[src/rtl/csi_raw10_unpacker_if.sv]
// csi_raw10_unpacker_if
// Bundles the byte-stream side and the pixel side of the RAW10 unpacker.
//   Receiver -> unpacker : image_data, image_data_enable, word_count,
//                          frame_start_strobe, frame_end_strobe, line_start_strobe
//   Unpacker -> consumer : pixel_group, pixel_group_valid, sof, eol,
//                          line_number, length_error
// master : the packet receiver / test driver side
// slave  : the unpacker itself
interface csi_raw10_unpacker_if;
  logic [31:0] image_data;
  logic        image_data_enable;
  logic [15:0] word_count;
  logic        frame_start_strobe;
  logic        frame_end_strobe;
  logic        line_start_strobe;
  logic [39:0] pixel_group;
  logic        pixel_group_valid;
  logic        sof;
  logic        eol;
  logic [15:0] line_number;
  logic        length_error;

  modport master (
    output image_data, image_data_enable, word_count,
           frame_start_strobe, frame_end_strobe, line_start_strobe,
    input  pixel_group, pixel_group_valid, sof, eol, line_number, length_error
  );

  modport slave (
    input  image_data, image_data_enable, word_count,
           frame_start_strobe, frame_end_strobe, line_start_strobe,
    output pixel_group, pixel_group_valid, sof, eol, line_number, length_error
  );
endinterface

[src/rtl/csi_raw10_unpacker.sv]
// csi_raw10_unpacker
// Turns the CSI-2 long-packet byte stream of a RAW10 line into groups of four
// 10-bit pixels. Five wire bytes B0..B4 carry the upper 8 bits of P0..P3 in
// B0..B3 and the two LSBs of every pixel packed into B4.
//
// Ports:
//   clock_p : byte clock, everything on the rising edge
//   reset   : synchronous active-high reset
//   bus     : csi_raw10_unpacker_if.slave
//             in : image_data (byte 0 at [7:0]), image_data_enable,
//                  word_count, frame_start/frame_end/line_start strobes
//             out: pixel_group {P3,P2,P1,P0}, pixel_group_valid, sof, eol,
//                  line_number, length_error (sticky until next frame start)
//
// Parameter MAX_LINE_BYTES: largest word_count accepted without length_error.
//
// Build option CSI_RAW10_LINE_NUMBER_EN: when defined, a line counter drives
// line_number; otherwise line_number is tied to zero and no counter exists.
module csi_raw10_unpacker #(
  parameter logic [15:0] MAX_LINE_BYTES = 16'd6400
) (
  input logic                 clock_p,
  input logic                 reset,
  csi_raw10_unpacker_if.slave bus
);

  typedef enum logic [1:0] {
    IDLE  = 2'd0,
    FRAME = 2'd1,
    LINE  = 2'd2
  } state_t;

  state_t      state_q, state_next;
  logic [63:0] buf_q, buf_next;
  logic [2:0]  fill_q, fill_next;
  logic [15:0] taken_q, taken_next;
  logic        sof_pend_q, sof_pend_next;
  logic        len_err_q, len_err_next;
  logic [39:0] group_q, group_next;
  logic        valid_q, valid_next;
  logic        sof_q, sof_next;
  logic        eol_q, eol_next;

  logic [15:0] remaining;
  logic [2:0]  take;
  logic [31:0] masked;
  logic [63:0] comb;
  logic [3:0]  comb_fill;
  logic [15:0] bytes_next;
  logic [39:0] group_data;
  logic        eol_hit;
  logic        wc_bad;

  // How many payload bytes this enable cycle contributes; padding beyond
  // word_count is never appended.
  assign remaining = bus.word_count - taken_q;

  always_comb begin
    take = 3'd0;
    if (state_q == LINE && bus.image_data_enable && taken_q < bus.word_count) begin
      take = (remaining >= 16'd4) ? 3'd4 : remaining[2:0];
    end
  end

  always_comb begin
    masked = 32'd0;
    for (int i = 0; i < 4; i++) begin
      if (3'(i) < take) begin
        masked[8*i +: 8] = bus.image_data[8*i +: 8];
      end
    end
  end

  // Buffer bytes above fill are always zero, so appending is a shifted OR.
  // The stored fill never exceeds 4, so the combined view never exceeds 8.
  assign comb       = buf_q | ({32'd0, masked} << {fill_q, 3'b000});
  assign comb_fill  = {1'b0, fill_q} + {1'b0, take};
  assign bytes_next = taken_q + {13'd0, take};

  assign group_data = {comb[31:24], comb[39:38],
                       comb[23:16], comb[37:36],
                       comb[15:8],  comb[35:34],
                       comb[7:0],   comb[33:32]};

  // The group being removed ends at line byte (bytes_next - comb_fill + 5) - 1;
  // it is the end-of-line group when that is byte word_count-1.
  assign eol_hit = ((bytes_next - {12'd0, comb_fill} + 16'd5) == bus.word_count);

  assign wc_bad = (bus.word_count == 16'd0) ||
                  ((bus.word_count % 16'd5) != 16'd0) ||
                  (bus.word_count > MAX_LINE_BYTES);

  // Next-state and datapath: frame_end beats frame_start beats line_start.
  always_comb begin
    state_next    = state_q;
    buf_next      = buf_q;
    fill_next     = fill_q;
    taken_next    = taken_q;
    sof_pend_next = sof_pend_q;
    len_err_next  = len_err_q;
    group_next    = group_q;
    valid_next    = 1'b0;
    sof_next      = 1'b0;
    eol_next      = 1'b0;

    if (bus.frame_end_strobe) begin
      state_next = IDLE;
      buf_next   = 64'd0;
      fill_next  = 3'd0;
      taken_next = 16'd0;
    end else if (bus.frame_start_strobe) begin
      state_next    = FRAME;
      buf_next      = 64'd0;
      fill_next     = 3'd0;
      taken_next    = 16'd0;
      sof_pend_next = 1'b1;
      len_err_next  = 1'b0;
    end else begin
      case (state_q)
        IDLE: begin
        end
        FRAME: begin
          if (bus.line_start_strobe) begin
            state_next = LINE;
            buf_next   = 64'd0;
            fill_next  = 3'd0;
            taken_next = 16'd0;
            if (wc_bad) begin
              len_err_next = 1'b1;
            end
          end
        end
        LINE: begin
          if (bus.line_start_strobe) begin
            // A new line header before this line finished: drop the partial line.
            state_next   = FRAME;
            buf_next     = 64'd0;
            fill_next    = 3'd0;
            taken_next   = 16'd0;
            len_err_next = 1'b1;
          end else begin
            taken_next = bytes_next;
            if (comb_fill >= 4'd5) begin
              group_next    = group_data;
              valid_next    = 1'b1;
              sof_next      = sof_pend_q;
              sof_pend_next = 1'b0;
              eol_next      = eol_hit;
              buf_next      = comb >> 40;
              fill_next     = 3'(comb_fill - 4'd5);
            end else begin
              buf_next  = comb;
              fill_next = comb_fill[2:0];
            end
            // Line complete: any bytes short of a whole group are discarded.
            if (bytes_next >= bus.word_count) begin
              state_next = FRAME;
              buf_next   = 64'd0;
              fill_next  = 3'd0;
            end
          end
        end
        default: begin
          state_next = IDLE;
        end
      endcase
    end
  end

  always_ff @(posedge clock_p) begin
    if (reset) begin
      state_q    <= IDLE;
      buf_q      <= 64'd0;
      fill_q     <= 3'd0;
      taken_q    <= 16'd0;
      sof_pend_q <= 1'b0;
      len_err_q  <= 1'b0;
      group_q    <= 40'd0;
      valid_q    <= 1'b0;
      sof_q      <= 1'b0;
      eol_q      <= 1'b0;
    end else begin
      state_q    <= state_next;
      buf_q      <= buf_next;
      fill_q     <= fill_next;
      taken_q    <= taken_next;
      sof_pend_q <= sof_pend_next;
      len_err_q  <= len_err_next;
      group_q    <= group_next;
      valid_q    <= valid_next;
      sof_q      <= sof_next;
      eol_q      <= eol_next;
    end
  end

  assign bus.pixel_group       = group_q;
  assign bus.pixel_group_valid = valid_q;
  assign bus.sof               = sof_q;
  assign bus.eol               = eol_q;
  assign bus.length_error      = len_err_q;

`ifdef CSI_RAW10_LINE_NUMBER_EN
  logic [15:0] line_q;
  logic        line_end;

  // Every LINE->FRAME exit counts, whether the line completed or was cut short.
  assign line_end = (state_q == LINE) && !bus.frame_end_strobe && !bus.frame_start_strobe &&
                    (bus.line_start_strobe || (bytes_next >= bus.word_count));

  always_ff @(posedge clock_p) begin
    if (reset) begin
      line_q <= 16'd0;
    end else if (bus.frame_start_strobe && !bus.frame_end_strobe) begin
      line_q <= 16'd0;
    end else if (line_end) begin
      line_q <= line_q + 16'd1;
    end
  end

  assign bus.line_number = line_q;
`else
  assign bus.line_number = 16'd0;
`endif

endmodule

[src/flat_wrapper.sv]
// flat-port wrapper written by rule: the top's interface ports become plain ports
module csi_raw10_unpacker_flat 
#(
  parameter logic [15:0] MAX_LINE_BYTES = 16'd6400
)
  (clock_p, reset, bus_image_data, bus_image_data_enable, bus_word_count, bus_frame_start_strobe, bus_frame_end_strobe, bus_line_start_strobe, bus_pixel_group, bus_pixel_group_valid, bus_sof, bus_eol, bus_line_number, bus_length_error);
  csi_raw10_unpacker_if bus_i ();
  input logic clock_p;
  input logic reset;
  input wire logic [$bits(bus_i.image_data)-1:0] bus_image_data;
  input wire logic [$bits(bus_i.image_data_enable)-1:0] bus_image_data_enable;
  input wire logic [$bits(bus_i.word_count)-1:0] bus_word_count;
  input wire logic [$bits(bus_i.frame_start_strobe)-1:0] bus_frame_start_strobe;
  input wire logic [$bits(bus_i.frame_end_strobe)-1:0] bus_frame_end_strobe;
  input wire logic [$bits(bus_i.line_start_strobe)-1:0] bus_line_start_strobe;
  output wire logic [$bits(bus_i.pixel_group)-1:0] bus_pixel_group;
  output wire logic [$bits(bus_i.pixel_group_valid)-1:0] bus_pixel_group_valid;
  output wire logic [$bits(bus_i.sof)-1:0] bus_sof;
  output wire logic [$bits(bus_i.eol)-1:0] bus_eol;
  output wire logic [$bits(bus_i.line_number)-1:0] bus_line_number;
  output wire logic [$bits(bus_i.length_error)-1:0] bus_length_error;
  assign bus_i.image_data = bus_image_data;
  assign bus_i.image_data_enable = bus_image_data_enable;
  assign bus_i.word_count = bus_word_count;
  assign bus_i.frame_start_strobe = bus_frame_start_strobe;
  assign bus_i.frame_end_strobe = bus_frame_end_strobe;
  assign bus_i.line_start_strobe = bus_line_start_strobe;
  assign bus_pixel_group = bus_i.pixel_group;
  assign bus_pixel_group_valid = bus_i.pixel_group_valid;
  assign bus_sof = bus_i.sof;
  assign bus_eol = bus_i.eol;
  assign bus_line_number = bus_i.line_number;
  assign bus_length_error = bus_i.length_error;
  csi_raw10_unpacker #(.MAX_LINE_BYTES(MAX_LINE_BYTES)) u_core (.clock_p(clock_p), .reset(reset), .bus(bus_i));
endmodule
[config.mk]
export PLATFORM = sky130hd
export DESIGN_NAME = csi_raw10_unpacker_flat
export DESIGN_NICKNAME = d
export VERILOG_FILES = /design/src/rtl/csi_raw10_unpacker_if.sv /design/src/rtl/csi_raw10_unpacker.sv /design/src/flat_wrapper.sv
export SDC_FILE = /design/constraint.sdc
export NUM_CORES = 1
export LEC_CHECK = 0
export ABC_AREA = 1
export ABC_CLOCK_PERIOD_IN_PS = 8500
export CAP_MARGIN = 0
export CELL_PAD_IN_SITES_DETAIL_PLACEMENT = 1
export CELL_PAD_IN_SITES_GLOBAL_PLACEMENT = 1
export CORE_AREA = 2 2 167 169
export DETAILED_ROUTE_END_ITERATION = 7
export DIE_AREA = 0 0 169 171
export PLACE_DENSITY_LB_ADDON = 0.1
export SLEW_MARGIN = 20
export SYNTH_ARGS = -nofsm -noshare
export SYNTH_HDL_FRONTEND = slang
export SYNTH_SLANG_ARGS = --single-unit
[constraint.sdc]
create_clock -name clock_p -period 8.5 [get_ports clock_p]
set_clock_uncertainty 0.05 [all_clocks]
set_input_delay 1.7 -clock clock_p [delete_from_list [all_inputs] [get_ports clock_p]]
set_output_delay 1.7 -clock clock_p [all_outputs]
set_load 0.005 [all_outputs]
# ---- Word-level counts from Yosys, hierarchy flattened
# Cells that the tools add are included.
dict set report totals {
  register_bits 130
  wordCells 101
}
dict set report op_classes {
  add_sub_neg 6
  div_mod_pow 1
  magnitude_cmp 9
  eq_ne 11
  shift 1
  muxes 34
  bitwise 7
  n_reduce_logical 21
}
# operator count
set ops {}
lappend ops {{2-to-1 mux 64 bit} 4}
lappend ops {{case mux 64 bit (2 select lines)} 1}
lappend ops {{bitwise OR 64 bit} 1}
lappend ops {{<< shifter 32 x 6 -> 64 bit} 1}
lappend ops {{2-to-1 mux 16 bit} 2}
lappend ops {{2-to-1 mux 8 bit} 4}
lappend ops {{case mux 16 bit (2 select lines)} 1}
lappend ops {{2-to-1 mux 3 bit} 6}
lappend ops {{adder 16 x 3 -> 16 bit} 1}
lappend ops {{adder 16 x 3 -> 16 bit, second input constant} 1}
lappend ops {{== test 16 bit} 1}
lappend ops {{greater-or-equal comparator 16 bit} 1}
lappend ops {{greater-or-equal comparator 16 x 3 -> 1 bit, second input constant} 1}
lappend ops {{> comparator 16 x 13 -> 1 bit, second input constant} 1}
lappend ops {{zero test 16 bit} 1}
lappend ops {{less-than comparator 16 bit} 1}
lappend ops {{modulo 16 x 3 -> 16 bit, second input constant} 1}
lappend ops {{nonzero test 16 bit} 1}
lappend ops {{subtractor 16 bit} 1}
lappend ops {{subtractor 16 x 4 -> 16 bit} 1}
lappend ops {{2-to-1 mux 1 bit} 10}
lappend ops {{AND reduction 5 bit} 2}
lappend ops {{!= test 3 bit, second input constant} 3}
lappend ops {{less-than comparator 1 x 3 -> 1 bit, first input constant} 2}
lappend ops {{26 further kinds} 41}

# ---- Depth between registers and ports, before layout
# Gate-level depths: netlist of the first run.
dict set report depth {
  word_depth 12
  depth_mapped 74
}

# ---- Worst setup path before layout of the first run
# Ideal clock, no wire load.
dict set report synth_path {
  kind {input-to-reg}
  from {input bus_word_count[2]}
  to {register u_core.buf_q[22]}
  t_arrival_ps 8780
  required_time_ps 8376
  path_slack_ps -404
  stages 53
  n_path_buf 2
  cell_sequence {ha_1 -> nand3_1 -> and2_1 -> inv_1 -> a21oi_1 -> o21ai_0 -> a21oi_1 -> o21ai_0 -> nand2_1 -> a21oi_1 -> nor2_1 -> inv_1 -> a21oi_1 -> o21bai_1 -> a21oi_1 -> o21bai_1 -> a21o_1 -> a21oi_1 -> [17 not listed] -> nor3_1 -> xor2_1 -> inv_1 -> ha_1 -> nand4_1 -> a21oi_1 -> a2111oi_0 -> o311ai_0 -> nor3_1 -> inv_1 -> nor2_1 -> inv_1 -> nor2_1 -> inv_1 -> clkbuf_1 -> o21ai_0 -> nand2_1 -> o21ai_0}
}
dict set report synth_between {
  elab_chain_len 12
  word_cells_on_any_way 24
  classes_between {3 x add/sub; 8 x order compare; 1 x shift; 10 x mux; 1 x bitwise; 1 x reduce/logical}
}
# item line
set synth_lines {}
lappend synth_lines {{from (decl)} flat_wrapper.sv:12} ;# input wire logic [$bits(bus_i.word_count)-1:0] bus_word_count;
lappend synth_lines {{parallel branches: the longest is 9 deep, another holds subtractor 16 bit} -}
lappend synth_lines {{2-to-1 mux 64 bit (*)} csi_raw10_unpacker.sv:156} ;# if (bytes_next >= bus.word_count) begin
lappend synth_lines {{2-to-1 mux 64 bit (*)} csi_raw10_unpacker.sv:134} ;# if (bus.line_start_strobe) begin
lappend synth_lines {{case mux 64 bit (2 select lines) (*)} csi_raw10_unpacker.sv:119} ;# case (state_q)
lappend synth_lines {{to (signal assigned)} csi_raw10_unpacker.sv:184} ;# buf_q <= buf_next;
lappend synth_lines {{to (decl)} csi_raw10_unpacker.sv:34} ;# logic [63:0] buf_q, buf_next;
# Every way passes the cells marked *.
# A chain may end at the register's enable or synchronous reset.

# ---- Final worst setup path of the first run
dict set report layout_path {
  from {input bus_word_count[2]}
  to {register u_core.buf_q[17]}
}
# Same word-level chain as after synthesis.

==> results of run 1 <==
-- per-stage QoR --
| step | setup TNS [ns] | utilization (%) |
|---|---|---|
| 6_report | -3.46 | 53.2 |
| 5_1_grt | -39.00 | 53.2 |
| 4_1_cts | 0 | 49.4 |
| 3_5_place_dp | -82.70 | 44.3 |
| 3_3_place_gp | -60.21 | 44.3 |
| 2_1_floorplan | 0 | - |
-- placed cells by master, fill, tap and decap left out, types with 22 or more instances in the layout --
cell type          n
a21oi_1           70
a21oi_2           23
buf_4            205
clkdlybuf4s50_1   92
dfxtp_1          130
ha_1              44
inv_1            227
inv_2             25
nand2_1          241
nand2_2           54
nand3_1           68
nand4_1           22
nor2_1            94
o21ai_0           79
o21ai_1           36
o21ai_2           63
o22ai_1           29
xor2_1            38
-- flip-flops by register name, summed over array words and instances, names as in the netlist --
register	count
u_core.bus.pixel_group_valid	1
u_core.taken_q	16
u_core.bus.pixel_group	40
u_core.state_q	2
u_core.bus.length_error	1
u_core.sof_pend_q	1
u_core.bus.sof	1
u_core.buf_q	64
u_core.fill_q	3
u_core.bus.eol	1
-- worst max-delay path, delay by kind of cell --
family | cells | cell delay [ns]
buffers and inverters | 14 | 1.56
and+or+nand+nor | 20 | 2.72
xor gates and xnor gates | 2 | 0.37
AOI/OAI and AO/OA | 17 | 1.95
adders and majority gates | 3 | 0.66
-- timing repair --
item,in CTS,in global routing
resized for setup,100,257
setup endpoints to repair,71,95
setup buffers,72,30
hold buffers,0,0
pin swaps,72,131
cloned,1,5
-- power by group through the flow --
stage / clock (mW) / combinational, mW / sequential (mW)
2_1_floorplan: 0 / 0.814 / 0.624
3_3_place_gp: 0 / 0.986 / 0.624
3_5_place_dp: 0 / 1.02 / 0.624
4_1_cts: 0.745 / 1.04 / 0.611
5_1_grt: 0.776 / 1.18 / 0.610
6_report: 0.738 / 1.05 / 0.611
-- how the worst min path moves through the flow --
stage,startpoint,to,slack (ns),cells after the start
5_1_grt,u_core.buf_q[41],u_core.buf_q[41],0.43,2
4_1_cts,u_core.sof_pend_q,u_core.sof_pend_q,0.41,2
3_3_place_gp,u_core.buf_q[36],u_core.buf_q[36],0.39,2
2_1_floorplan,u_core.buf_q[32],u_core.buf_q[32],0.38,2
6_report,u_core.buf_q[44],u_core.buf_q[44],0.41,2
3_5_place_dp,u_core.buf_q[46],u_core.buf_q[46],0.40,2
-- Yosys cell counts, types with 5 or more instances --
| cell type | count |
|---|---|
| clkbuf_1 | 47 |
| dfxtp_1 | 130 |
| nand3_1 | 79 |
| o21ai_0 | 180 |
| nor3_1 | 13 |
| inv_2 | 13 |
| nand2_1 | 254 |
| o221ai_1 | 6 |
| o21bai_1 | 20 |
| clkinv_1 | 10 |
| a22oi_1 | 5 |
| nand4_1 | 22 |
| o22ai_1 | 33 |
| a31oi_1 | 6 |
| buf_4 | 17 |
| a32o_1 | 5 |
| nand2_4 | 9 |
| a21oi_1 | 91 |
| nor2_1 | 122 |
| ha_1 | 59 |
| a221oi_1 | 8 |
| a21o_1 | 5 |
| nand3_2 | 11 |
| inv_1 | 240 |
| nand2_2 | 43 |
| xor2_1 | 40 |
| xnor2_1 | 9 |
-- logic make-up (layout without fill, tap and decap cells) --
family	after synthesis	in the layout	synth area share [%]
buffers and inverters	332	620	13.2
and+or+nand+nor	564	565	26.0
other	1	16	0.0377
DFF	130	130	26.2
adders and majority gates	63	63	8.23
xor gates and xnor gates	49	49	4.32
AOI/OAI and AO/OA	380	380	22.0
-- routing by layer --
metal / part of all wire (%) / global-route usage [%]
met2: 51 / 47.7
met3: 3.8 / 3.35
met5: 0 / 0
met1: 40 / 29.7
met4: 5.1 / 12.4
-- final cells by class --
| type | instances | share of cell area, % |
|---|---|---|
| flip-flops and latches | 130 | 17.9 |
| clock buffers | 19 | 3.11 |
| repair inverters | 1 | 0.0516 |
| inverters | 264 | 6.87 |
| repair buffers | 323 | 19.6 |
| multi-input cells | 1073 | 48.6 |
| well taps | 346 | 2.98 |
| clock inverters | 13 | 0.869 |
==> results.sh, run 1 <==
export IMPL_status="complete, but fails checks"
export IMPL_violations="negative setup slack"
export IMPL_setup_ws_ns=-0.145
export IMPL_p_total_mw=2.40
export IMPL_core_area_mm2=0.0273
export IMPL_drt_initial_drc_count=669
export IMPL_nFillCells=3473
export IMPL_netlist_top_cell_by_area="dfxtp_1"
export IMPL_start_kind="primary input"
export IMPL_r2r_slack_ns=0.66
export IMPL_vdd_drop_max_uv=141
export IMPL_period_minus_slack_ns=8.64
export IMPL_power_frac_clock_pct=30.8
export IMPL_nets=1927
export IMPL_critPathSlowestCell="nor4b_4"
export IMPL_final_seq_area_mm2=0.00260
export IMPL_crit_path_max_incr_delay_ns=0.38
export IMPL_syn_instance_count=1519
export IMPL_power_leakage_nw=6.45
export IMPL_cp_max_fo=8
export IMPL_fp_dieH_um=171
export IMPL_rsz0062_at_grt="true"
export IMPL_wl_um=40100
export IMPL_cts_buffers_inserted=17
export IMPL_grt_pass1_wl_um=59600
export IMPL_end_kind="register"
export IMPL_multiInputGateArea_mm2=0.00707
export IMPL_final_hold_violation_count=0
export IMPL_power_density_mw_per_mm2=165
export IMPL_p_sw_share_pct=41.7
export IMPL_cts_sinks=130
export IMPL_synth_top_flop_cell="dfxtp_1"
export IMPL_crit_arrival_ns=8.96
export IMPL_num_io_pins=114
export IMPL_clk_insertion_delay_late_ns=0.43
export IMPL_die_area_mm2=0.0289
export IMPL_netSwitchingPower_mw=1.00
export IMPL_critical_path_class="in2reg"
export IMPL_viasPerCell=5.33
export IMPL_dp_cells=2035
export IMPL_ant_nets=0
export IMPL_avgSynthCellArea_um2=6.55
export IMPL_ys_ff_latch=130
export IMPL_fmax_ghz=0.116
export IMPL_grt_total_usage_pct=25.9
export IMPL_drv_cap=0
export IMPL_cts_max_level=4
export IMPL_slew_headroom_pct=11.0
export IMPL_combPwrFrac_pct=43.7
export IMPL_worstPathRequired_ns=8.81
export IMPL_fin_crit_sh_pct=102
export IMPL_wl_per_cell_um=18.5
export IMPL_synth_area_top_cells="dfxtp_1 (26%), nand2_1 (9.6%), inv_1 (9.1%)"
export IMPL_vias=11600
export IMPL_seq_area_frac_synth_pct=26.2
export IMPL_reg2reg_from="u_core.taken_q[1]"
export IMPL_final_area_mm2=0.0145
export IMPL_grt_pass1_vias=11600
export IMPL_worst_pin_slew_ns=1.33
export IMPL_synth_cell_area_mm2=0.00995
export IMPL_synthToLayoutAreaGrowth_pct=46.3
export IMPL_grt_max_degree=81
export IMPL_die_w_um=169
export IMPL_ff2ff_path_depth=56
export IMPL_reg2reg_to="u_core.buf_q[17]"
export IMPL_p_int_mw=1.40
export IMPL_whs_ns=0.412
export IMPL_num_antenna_cells=0
export IMPL_yosys_warnings=0
export IMPL_synth_top_area_share_pct=26.2
export IMPL_drcViolationCount=0
export IMPL_synth_edf_count=0
export IMPL_pwr_share_seq_pct=25.5
export IMPL_instances_no_fill=2169
export IMPL_grt_ovfl_total=0
export IMPL_routabilityCongestion=0.845
export IMPL_setup_viol=53
export IMPL_cts_tree="yes"
export IMPL_min_path_type="reg2reg"
export IMPL_cts_root_buf="clkbuf_16"
export IMPL_cts_max_path_buffers=2
export IMPL_firstDrtPassIters=5
export IMPL_crit_start="bus_word_count[2]"
export IMPL_dp_slack_ns=-1.35
export IMPL_report_final_slew_viol_count=0
export IMPL_dp_hpwl_um=26100
export IMPL_ys_types=51
export IMPL_start_util_pct=36.4
export IMPL_placed_cell_area_mm2=0.0121
export IMPL_drive_gt1_share_pct=29.8
export IMPL_core_rowCount=61
export IMPL_io_buffers=97
export IMPL_endpoint="u_core.buf_q[17]"
export IMPL_clkSlewWorstSetupHoldPaths_ns=0.06
export IMPL_antenna_found_initial=0
export IMPL_async_flop_share_pct=0
No activity file was read; power rests on OpenSTA's default activity.
==> run 2, diff against run 1 <==
Settings changed: ABC_CLOCK_PERIOD_IN_PS 8500 to 7300, CORE_AREA 2 2 167 169 to 2 2 165 167, CTS_BUF_LIST set to sky130_fd_sc_hd__clkbuf_4, DIE_AREA 0 0 169 171 to 0 0 167 169, GPL_ROUTABILITY_DRIVEN set to 1.
Clock period 8.5 ns to 7.3 ns, I/O delays scaled along.
==> run 2 against run 1 <==
Effect of this change:
- the flow still finishes with violations (negative setup slack)
- clock power fell by 33%
- routed wire length fell by 6.4%
- final cell count fell by 0.28%
- via count fell by 3.1%
- combinational power rose by 28%
- setup slack got worse by 0.63 ns
- non-clock buffer count fell by 2
- total power rose by 6.0%
- first-iteration DRC count fell by 20%
- final area fell by 6.0%
- global-route usage fell by 0.30 points
- largest cell class unchanged
- highest routed layer unchanged
==> results.sh, run 2 (synthesized netlist as in run 1, its figures left out) <==
export IMPL_vdd_drop_max_uv=272
export IMPL_cp_max_fo=12
export IMPL_fin_crit_sh_pct=111
export IMPL_dp_hpwl_um=26500
export IMPL_die_area_mm2=0.0282
export IMPL_wl_um=37600
export IMPL_fp_dieH_um=169
export IMPL_final_area_mm2=0.0137
export IMPL_die_w_um=167
export IMPL_drive_gt1_share_pct=25.0
export IMPL_cts_tree="yes"
export IMPL_layout_commonest_cell="nand2_1"
export IMPL_min_path_type="reg2reg"
export IMPL_nFillCells=3478
export IMPL_setup_ws_ns=-0.779
export IMPL_p_sw_share_pct=44.2
export IMPL_slew_headroom_pct=26.3
export IMPL_cts_root_buf="clkbuf_4"
export IMPL_end_kind="register"
export IMPL_pwr_share_seq_pct=28.0
export IMPL_grt_total_usage_pct=25.6
export IMPL_cts_sinks=130
export IMPL_holdBufCountCts=0
export IMPL_routed_wl_met2_um=20000
export IMPL_grt_pass1_vias=11500
export IMPL_layout_common_cells="nand2_1 (246), inv_1 (229), buf_4 (209), o21ai_0 (141), dfxtp_1 (130)"
export IMPL_status="complete, but fails checks"
export IMPL_io_buffers=97
export IMPL_ant_nets=0
export IMPL_setup_viol=71
export IMPL_firstDrtPassIters=5
export IMPL_grt_max_degree=81
export IMPL_regMostFlops="u_core.buf_q"
export IMPL_placed_cell_area_mm2=0.0126
export IMPL_core_area_mm2=0.0265
export IMPL_report_final_slew_viol_count=0
export IMPL_cts_max_level=4
export IMPL_violations="negative setup slack"
export IMPL_start_kind="primary input"
export IMPL_antenna_found_initial=1
export IMPL_num_io_pins=114
export IMPL_clk_insertion_delay_late_ns=0.57
export IMPL_vias=11200
export IMPL_final_core_util_pct=51.6
export IMPL_routed_top_layer="met4"
export IMPL_cts_buffers_inserted=17
export IMPL_wl_met3_um=968
export IMPL_rsz0062_at_grt="true"
export IMPL_core_rowCount=60
export IMPL_p_total_mw=2.54
export IMPL_critPathMostFrequentCell="inv_2"
export IMPL_p_int_mw=1.42
export IMPL_crit_arrival_ns=8.53
export IMPL_wl_per_cell_um=17.4
export IMPL_start_util_pct=37.5
export IMPL_worst_pin_slew_ns=1.10
export IMPL_netSwitchingPower_mw=1.13
export IMPL_power_density_mw_per_mm2=186
export IMPL_period_minus_slack_ns=8.08
export IMPL_synthToLayoutAreaGrowth_pct=37.5
export IMPL_drv_cap=0
export IMPL_power_leakage_nw=6.10
export IMPL_wl_met1_um=15500
export IMPL_final_hold_violation_count=0
export IMPL_critPathSlowestCell="a2111oi_4"
export IMPL_combPwrFrac_pct=52.6
export IMPL_worstPathRequired_ns=7.75
export IMPL_power_frac_clock_pct=19.4
export IMPL_nets=1925
export IMPL_fmax_ghz=0.124
export IMPL_drt_initial_drc_count=534
export IMPL_critical_path_class="in2reg"
export IMPL_grt_pass1_wl_um=58700
export IMPL_cts_max_path_buffers=2
export IMPL_dp_slack_ns=-2.03
export IMPL_viasPerCell=5.18
export IMPL_grt_ovfl_total=0
export IMPL_crit_path_max_incr_delay_ns=0.33
export IMPL_largest_reg_flops=64
export IMPL_clkSlewWorstSetupHoldPaths_ns=0.11
export IMPL_r2r_slack_ns=-0.41
export IMPL_drcViolationCount=0
export IMPL_routabilityCongestion=0.912
run 2: changes by cell type in the layout (fill, tap and decap cells not counted), moves of 10 or more:
cell       change
o21ai_1       -16
o21ai_2       -42
a21oi_1       +11
clkbuf_4      +18
a21oi_2       -10
o21ai_0       +62
clkbuf_16     -19
run 2: power by group through the flow:
stage / sequential (mW) / clock (mW) / combinational (mW)
after CTS: 0.711 / 0.501 / 1.34
after global routing: 0.712 / 0.531 / 1.51
after detailed placement: 0.727 / 0 / 1.33
after floorplan: 0.727 / 0 / 0.951
final: 0.711 / 0.494 / 1.34
after global placement: 0.727 / 0 / 1.28
run 2: what timing repair did:
action / 4_1_cts / 5_1_grt
buffers inserted: 31 / 13
pin swaps: 48 / 70
gates cloned: 3 / 1
endpoints found under the setup margin: 71 / 71
resized for setup: 90 / 79
run 2: path summary, 6_finish.rpt:
| check | endpoint | start | depth (start not counted) |
|---|---|---|---|
| max | u_core.buf_q[32] | bus_word_count[0] | 55 |
| max reg2reg | u_core.buf_q[32] | u_core.taken_q[2] | 53 |
| min reg2reg | u_core.buf_q[32] | u_core.buf_q[32] | 2 |
| min | u_core.buf_q[32] | u_core.buf_q[32] | 2 |
run 2: worst max-delay path, delay by kind of cell:
family	cells	cell delay [ns]
buffers and inverters	15	1.46
and+or+nand+nor	20	2.49
xor gates and xnor gates	2	0.33
adders and majority gates	3	0.60
AOI/OAI and AO/OA	15	2.19
run 2: cell type report:
type                       instances  area (um^2)  area share (%)
timing repair buffer             321         2750            20.1
tap                              341          427            3.12
clock buffer                      18          135           0.988
multi-input combinational       1072         6600            48.2
clock inverter                    14          134           0.979
antenna                            1         2.50          0.0183
timing repair inverter             2         22.5           0.165
inverter                         264         1010            7.38
sequential                       130         2600            19.0
run 2: metal layers:
layer / up-vias / global-route usage (%)
li1: 5539 / -
met1: 5388 / 29.4
met2: 211 / 49.0
met3: 65 / 2.57
met4: 0 / 9.15
met5: - / 0
run 2: per-stage QoR:
| stage | instances | hold WS (ns) | setup TNS [ns] |
|---|---|---|---|
| after floorplan | 1534 | 0.379 | -37.37 |
| after global placement | 2082 | 0.389 | -104.35 |
| after detailed placement | 2082 | 0.395 | -133.72 |
| after CTS | 2148 | 0.420 | -28.08 |
| after global routing | 2163 | 0.440 | -85.33 |
| final | 2163 | 0.419 | -47.30 |
